--- src/rtl/ram_arbiter_if.sv ---
// rtl/ram_arbiter_if.sv - cache/RAM handshake bundle for the ram arbiter
interface ram_arbiter_if #(
  parameter int ADDR_W = 32,
  parameter int DATA_W = 32
);
  logic              instRead;
  logic [ADDR_W-1:0] instAddress;
  logic [DATA_W-1:0] instData;
  logic              instReady;
  logic              dataRead;
  logic              dataWrite;
  logic [ADDR_W-1:0] dataAddress;
  logic [DATA_W-1:0] dataWriteData;
  logic [DATA_W-1:0] dataData;
  logic              dataReady;
  logic              ramRead;
  logic              ramWrite;
  logic [ADDR_W-1:0] ramAddress;
  logic [DATA_W-1:0] ramWriteData;
  logic [DATA_W-1:0] ramReadData;
  logic              ramReady;
  logic              busy;
  logic [31:0]       conflictCount;

  modport slave (
    input  instRead, instAddress, dataRead, dataWrite, dataAddress, dataWriteData,
           ramReadData, ramReady,
    output instData, instReady, dataData, dataReady, ramRead, ramWrite,
           ramAddress, ramWriteData, busy, conflictCount
  );

  modport master (
    output instRead, instAddress, dataRead, dataWrite, dataAddress, dataWriteData,
           ramReadData, ramReady,
    input  instData, instReady, dataData, dataReady, ramRead, ramWrite,
           ramAddress, ramWriteData, busy, conflictCount
  );
endinterface

--- src/rtl/ram_arbiter.sv ---
// rtl/ram_arbiter.sv - shares one RAM port between instruction and data caches
module ram_arbiter #(
  parameter int ADDR_W = 32,
  parameter int DATA_W = 32
) (
  input  logic          clock,
  input  logic          reset,
  ram_arbiter_if.slave  bus
);
  typedef enum logic [1:0] {IDLE, BUSY_I, BUSY_D, RELEASE} state_t;
  localparam logic GRANT_I = 1'b0;
  localparam logic GRANT_D = 1'b1;

  state_t            state_q, state_d;
  logic              last_grant_q, last_grant_d;
  logic [DATA_W-1:0] inst_data_q, inst_data_d;
  logic [DATA_W-1:0] data_data_q, data_data_d;
  logic              inst_ready_q, inst_ready_d;
  logic              data_ready_q, data_ready_d;
  logic              ram_read_q, ram_read_d;
  logic              ram_write_q, ram_write_d;
  logic [ADDR_W-1:0] ram_addr_q, ram_addr_d;
  logic [DATA_W-1:0] ram_wdata_q, ram_wdata_d;
  logic [31:0]       conflict_q, conflict_d;
  logic              inst_req, data_req;

  assign inst_req = bus.instRead;
  assign data_req = bus.dataRead | bus.dataWrite;

  always_comb begin
    state_d      = state_q;
    last_grant_d = last_grant_q;
    inst_data_d  = inst_data_q;
    data_data_d  = data_data_q;
    inst_ready_d = 1'b0;
    data_ready_d = 1'b0;
    ram_read_d   = ram_read_q;
    ram_write_d  = ram_write_q;
    ram_addr_d   = ram_addr_q;
    ram_wdata_d  = ram_wdata_q;
    conflict_d   = conflict_q;
    case (state_q)
      IDLE: begin
        if (inst_req && data_req && conflict_q != 32'hFFFF_FFFF)
          conflict_d = conflict_q + 32'd1;
        // On a conflict the side that did not win last time goes first
        if (inst_req && (!data_req || last_grant_q == GRANT_D)) begin
          ram_addr_d   = bus.instAddress;
          ram_read_d   = 1'b1;
          last_grant_d = GRANT_I;
          state_d      = BUSY_I;
        end else if (data_req) begin
          ram_addr_d = bus.dataAddress;
          if (bus.dataWrite) begin
            ram_write_d = 1'b1;
            ram_wdata_d = bus.dataWriteData;
          end else begin
            ram_read_d = 1'b1;
          end
          last_grant_d = GRANT_D;
          state_d      = BUSY_D;
        end
      end
      BUSY_I: begin
        if (bus.ramReady) begin
          ram_read_d   = 1'b0;
          inst_ready_d = 1'b1;
          inst_data_d  = bus.ramReadData;
          state_d      = RELEASE;
        end
      end
      BUSY_D: begin
        if (bus.ramReady) begin
          if (ram_read_q) data_data_d = bus.ramReadData;
          ram_read_d   = 1'b0;
          ram_write_d  = 1'b0;
          data_ready_d = 1'b1;
          state_d      = RELEASE;
        end
      end
      RELEASE: state_d = IDLE;
      default: state_d = IDLE;
    endcase
  end

  always_ff @(posedge clock or negedge reset) begin
    if (!reset) begin
      state_q      <= IDLE;
      last_grant_q <= GRANT_D;
      inst_data_q  <= '0;
      data_data_q  <= '0;
      inst_ready_q <= 1'b0;
      data_ready_q <= 1'b0;
      ram_read_q   <= 1'b0;
      ram_write_q  <= 1'b0;
      ram_addr_q   <= '0;
      ram_wdata_q  <= '0;
      conflict_q   <= '0;
    end else begin
      state_q      <= state_d;
      last_grant_q <= last_grant_d;
      inst_data_q  <= inst_data_d;
      data_data_q  <= data_data_d;
      inst_ready_q <= inst_ready_d;
      data_ready_q <= data_ready_d;
      ram_read_q   <= ram_read_d;
      ram_write_q  <= ram_write_d;
      ram_addr_q   <= ram_addr_d;
      ram_wdata_q  <= ram_wdata_d;
      conflict_q   <= conflict_d;
    end
  end

  assign bus.instData      = inst_data_q;
  assign bus.dataData      = data_data_q;
  assign bus.instReady     = inst_ready_q;
  assign bus.dataReady     = data_ready_q;
  assign bus.ramRead       = ram_read_q;
  assign bus.ramWrite      = ram_write_q;
  assign bus.ramAddress    = ram_addr_q;
  assign bus.ramWriteData  = ram_wdata_q;
  assign bus.busy          = (state_q != IDLE);
  assign bus.conflictCount = conflict_q;
endmodule
--- src/flat_wrapper.sv ---
// flat-port wrapper written by rule: the top's interface ports become plain ports
module ram_arbiter_flat 
#(
  parameter int ADDR_W = 32,
  parameter int DATA_W = 32
)
  (clock, reset, bus_instRead, bus_instAddress, bus_dataRead, bus_dataWrite, bus_dataAddress, bus_dataWriteData, bus_ramReadData, bus_ramReady, bus_instData, bus_instReady, bus_dataData, bus_dataReady, bus_ramRead, bus_ramWrite, bus_ramAddress, bus_ramWriteData, bus_busy, bus_conflictCount);
  ram_arbiter_if #(.ADDR_W(ADDR_W), .DATA_W(DATA_W)) bus_i ();
  input  logic clock;
  input  logic reset;
  input wire logic [$bits(bus_i.instRead)-1:0] bus_instRead;
  input wire logic [$bits(bus_i.instAddress)-1:0] bus_instAddress;
  input wire logic [$bits(bus_i.dataRead)-1:0] bus_dataRead;
  input wire logic [$bits(bus_i.dataWrite)-1:0] bus_dataWrite;
  input wire logic [$bits(bus_i.dataAddress)-1:0] bus_dataAddress;
  input wire logic [$bits(bus_i.dataWriteData)-1:0] bus_dataWriteData;
  input wire logic [$bits(bus_i.ramReadData)-1:0] bus_ramReadData;
  input wire logic [$bits(bus_i.ramReady)-1:0] bus_ramReady;
  output wire logic [$bits(bus_i.instData)-1:0] bus_instData;
  output wire logic [$bits(bus_i.instReady)-1:0] bus_instReady;
  output wire logic [$bits(bus_i.dataData)-1:0] bus_dataData;
  output wire logic [$bits(bus_i.dataReady)-1:0] bus_dataReady;
  output wire logic [$bits(bus_i.ramRead)-1:0] bus_ramRead;
  output wire logic [$bits(bus_i.ramWrite)-1:0] bus_ramWrite;
  output wire logic [$bits(bus_i.ramAddress)-1:0] bus_ramAddress;
  output wire logic [$bits(bus_i.ramWriteData)-1:0] bus_ramWriteData;
  output wire logic [$bits(bus_i.busy)-1:0] bus_busy;
  output wire logic [$bits(bus_i.conflictCount)-1:0] bus_conflictCount;
  assign bus_i.instRead = bus_instRead;
  assign bus_i.instAddress = bus_instAddress;
  assign bus_i.dataRead = bus_dataRead;
  assign bus_i.dataWrite = bus_dataWrite;
  assign bus_i.dataAddress = bus_dataAddress;
  assign bus_i.dataWriteData = bus_dataWriteData;
  assign bus_i.ramReadData = bus_ramReadData;
  assign bus_i.ramReady = bus_ramReady;
  assign bus_instData = bus_i.instData;
  assign bus_instReady = bus_i.instReady;
  assign bus_dataData = bus_i.dataData;
  assign bus_dataReady = bus_i.dataReady;
  assign bus_ramRead = bus_i.ramRead;
  assign bus_ramWrite = bus_i.ramWrite;
  assign bus_ramAddress = bus_i.ramAddress;
  assign bus_ramWriteData = bus_i.ramWriteData;
  assign bus_busy = bus_i.busy;
  assign bus_conflictCount = bus_i.conflictCount;
  ram_arbiter #(.ADDR_W(ADDR_W), .DATA_W(DATA_W)) u_core (.clock(clock), .reset(reset), .bus(bus_i));
endmodule
--- config.mk ---
export PLATFORM = sky130hd
export DESIGN_NAME = ram_arbiter_flat
export DESIGN_NICKNAME = d
export VERILOG_FILES = /design/src/rtl/ram_arbiter_if.sv /design/src/rtl/ram_arbiter.sv /design/src/flat_wrapper.sv
export SDC_FILE = /design/constraint.sdc
export NUM_CORES = 1
export LEC_CHECK = 0
export ABC_AREA = 1
export ABC_CLOCK_PERIOD_IN_PS = 2900
export CORE_UTILIZATION = 47
export CTS_CLUSTER_DIAMETER = 120
export DETAILED_ROUTE_END_ITERATION = 16
export PLACE_DENSITY = 0.85
export SETUP_SLACK_MARGIN = 0.5
export SYNTH_ARGS = -nofsm -noshare
export SYNTH_HDL_FRONTEND = slang
export SYNTH_SLANG_ARGS = --single-unit
--- constraint.sdc ---
create_clock -name clock -period 2.9 [get_ports clock]
set_clock_uncertainty 0.05 [all_clocks]
set_input_delay 0.725 -clock clock [delete_from_list [all_inputs] [get_ports clock]]
set_output_delay 0.725 -clock clock [all_outputs]
set_load 0.02 [all_outputs]
==> results.sh <==
export IMPL_synth_top_family_by_area="simple AND/OR/NAND/NOR gates"
export IMPL_synth_simple_area_share=0.2837
export IMPL_required_ns=2.12
export IMPL_firstDrtPassIters=5
export IMPL_setup_viol=0
export IMPL_antenna_found_initial=0
export IMPL_core_sq_um=15890
export IMPL_hold_viol=0
export IMPL_synth_top_cell_area_share=0.5442
export IMPL_multi_input_area_sq_um=2998
export IMPL_critPathKind="reg -> out"
export IMPL_rsz0062_at_grt="yes"
export IMPL_tritoncts="yes"
export IMPL_netSwitchingFraction=0.3870
export IMPL_synth_adder_area_share=0.009834
export IMPL_syn_to_final_growth_pct=50.24
export IMPL_critPathTopFamily="buffers and inverters"
export IMPL_drv_cap=0
export IMPL_yosysTopAreaCell="dfrtp_1"
export IMPL_synth_seq_cells=167
export IMPL_grt_pass1_vias=7085
export IMPL_root_buffer="clkbuf_16"
export IMPL_relSlewSlack=0.6166
export IMPL_layout_cells_non_filler=1464
export IMPL_syn_area_per_cell_sq_um=8.121
export IMPL_remaining_drc_errors=0
export IMPL_seq_area_frac_synth=0.5476
export IMPL_slowest_stage="clkdlybuf4s50_1"
export IMPL_initial_core_util=0.4805
export IMPL_synthXorXnorAreaFrac=0.01377
export IMPL_die_y_um=129.4
export IMPL_min_period_ns=2.348
export IMPL_fp_dieArea_sq_um=16750
export IMPL_syn_area_sq_um=7634
export IMPL_ios=299
export IMPL_p_comb_frac=0.457
export IMPL_critical_path_max_fanout=6
export IMPL_ff_latch_area_sq_um=4182
export IMPL_synth_area_leaders="dfrtp_1 (54%), nand2_1 (19%), o21ai_0 (5.0%)"
export IMPL_htree_levels=4
export IMPL_diodes=0
export IMPL_post_drt_wl_per_cell_um=15.13
export IMPL_min_period_over_period=0.8098
export IMPL_synth_nets=1080
export IMPL_min_path_type="in -> async"
export IMPL_yosys_cell_types_count=24
export IMPL_dp_cells=1432
export IMPL_crit_buf_inv=1
export IMPL_crit_path_max_incr_delay_ns=0.66
export IMPL_post_cts_setup_buffer_count=0
export IMPL_slew_viol_final=0
export IMPL_powerDensity_nw_per_um2=966.2
export IMPL_clock_latency_ns=0.42
export IMPL_final_common_cell="nand2_1"
export IMPL_clock_path_buffers=2
export IMPL_dieWidth_um=129.4
export IMPL_leakage_nw=5.318
export IMPL_n_fill_cell=1211
export IMPL_overflow=0
export IMPL_synth_compound_area_frac=0.08310
export IMPL_finalPower_mw=11.08
export IMPL_grt_use_total=0.2767
export IMPL_synthCells=940
export IMPL_fin_tns_setup_ns=0
export IMPL_drtIter0Drc=465
export IMPL_muxShareOfSynthArea=0
export IMPL_gp_congestion=0.9656
export IMPL_yosysWarnings=0
export IMPL_cts_resized=3
export IMPL_antenna_left=0
export IMPL_grt_pass1_wl_mm=35.22
export IMPL_power_frac_seq=0.342
export IMPL_cts_sinks=167
export IMPL_tightestPinTransition_ns=0.5751
export IMPL_num_vias=7161
export IMPL_critPathCaptureType="output pin"
export IMPL_std_cell_rows=46
export IMPL_drive_gt1_frac=0.06330
export IMPL_clk_pin_slew_worst_paths_ns=0.07
export IMPL_grt_max_degree=66
export IMPL_final_cell_mix="nand2_1 (390), clkdlybuf4s50_1 (293), dfrtp_1 (165), inv_1 (76), o21ai_0 (76)"
export IMPL_reg2reg_setup_slack_ns=0.88
export IMPL_ir_drop_mv=0.7310
export IMPL_p_clk_frac=0.201
export IMPL_internal_power_mw=6.792
export IMPL_outcome="finished clean"
export IMPL_dpl_hpwl_mm=16.41
export IMPL_port_buffers=298
export IMPL_crit_path_cell_trace="clkdlybuf4s50_1"
export IMPL_utilization=0.7220
export IMPL_arrival_ns=1.57
export IMPL_viasPerCell=4.891
export IMPL_drt_total_wl_mm=22.15
export IMPL_postCtsHoldBufs=0
export IMPL_power_switching_mw=4.288
export IMPL_fin_nets=1375
export IMPL_max_freq_ghz=0.4258
export IMPL_cts_buffers=17
export IMPL_cp_start_kind="flip-flop"
[registers in the layout, indices dropped and copies added, names as in the netlist, 2 cells and up]
signal	cells
u_core.state_q	2
u_core.bus.ramWriteData	32
u_core.bus.dataData	32
u_core.bus.ramAddress	32
u_core.bus.instData	32
u_core.bus.conflictCount	32
[cells by family after synthesis]
logic type / Yosys count
AOI/OAI and AO/OA: 110
and+or+nand+nor: 532
adders and majority gates: 6
xor gates and xnor gates: 12
buffers and inverters: 113
DFF: 167
[final timing paths]
path / startpoint / to / cells past startpoint
setup / recovery: u_core.bus.conflictCount[8]$_DFFE_PN0P_ / bus_conflictCount[8] / 1
hold / removal: reset / u_core.bus.ramAddress[12]$_DFFE_PN0P_ / 1
setup reg to reg: u_core.bus.conflictCount[1]$_DFFE_PN0P_ / u_core.bus.conflictCount[6]$_DFFE_PN0P_ / 9
hold reg to reg: u_core.bus.ramWriteData[26]$_DFFE_PN0P_ / u_core.bus.ramWriteData[26]$_DFFE_PN0P_ / 2
max in group asynchronous: reset / u_core.bus.conflictCount[26]$_DFFE_PN0P_ / 2
min in group clock: u_core.bus.ramWriteData[26]$_DFFE_PN0P_ / u_core.bus.ramWriteData[26]$_DFFE_PN0P_ / 2
[synthesized netlist by cell type]
cell,instances
xnor2_1,9
nand2_1,391
o21ai_2,1
nand3b_1,1
a21oi_1,1
inv_1,76
nand3_1,53
xor2_1,3
nand2_2,17
clkbuf_1,22
nand4_1,8
buf_12,1
dfstp_2,1
nor2_4,3
dfrtp_1,166
buf_6,2
nor3_1,1
o21a_1,32
nor2_2,5
o21ai_0,76
ha_1,6
nor2_1,53
buf_2,11
buf_4,1
[cell type report]
cell class / instances / share of cell area
clock buffer: 18 / 0.03829
clock inverter: 14 / 0.01222
inverter: 76 / 0.02487
multi-input combinational: 660 / 0.2614
sequential: 167 / 0.3646
tap: 216 / 0.02357
timing repair buffer: 313 / 0.2750
[power by group through the flow]
stage	sequential, mW	clock [mW]	combinational (mW)
final	3.79	2.23	5.06
after detailed placement	3.79	0	5.07
after CTS	3.78	2.27	5.12
after global placement	3.76	0	4.97
after global routing	3.89	2.37	5.48
after floorplan	4.81	0	1.50
[stage by stage]
step                setup WS, ns  instance area [sq um]  hold slack, ns
floorplan                  1.031                   7634          0.3794
CTS                       0.5138                  11460          0.2257
detailed placement        0.4068                  10870          0.4073
finish                    0.5517                  11470          0.1987
global placement          0.4773                  10870          0.4027
global route              0.4812                  11470          0.2464
[layer usage]
layer | part of all wire | vias to the layer above | wire (um) | GRT usage
met5 | 0 | - | 0 | 0
met4 | 0.027 | 0 | 600 | 0.1108
met3 | 0.086 | 49 | 1905 | 0.1049
met2 | 0.50 | 248 | 11030 | 0.4700
met1 | 0.39 | 3335 | 8617 | 0.3149
li1 | - | 3529 | - | -
(Power assumes the default switching activity.)
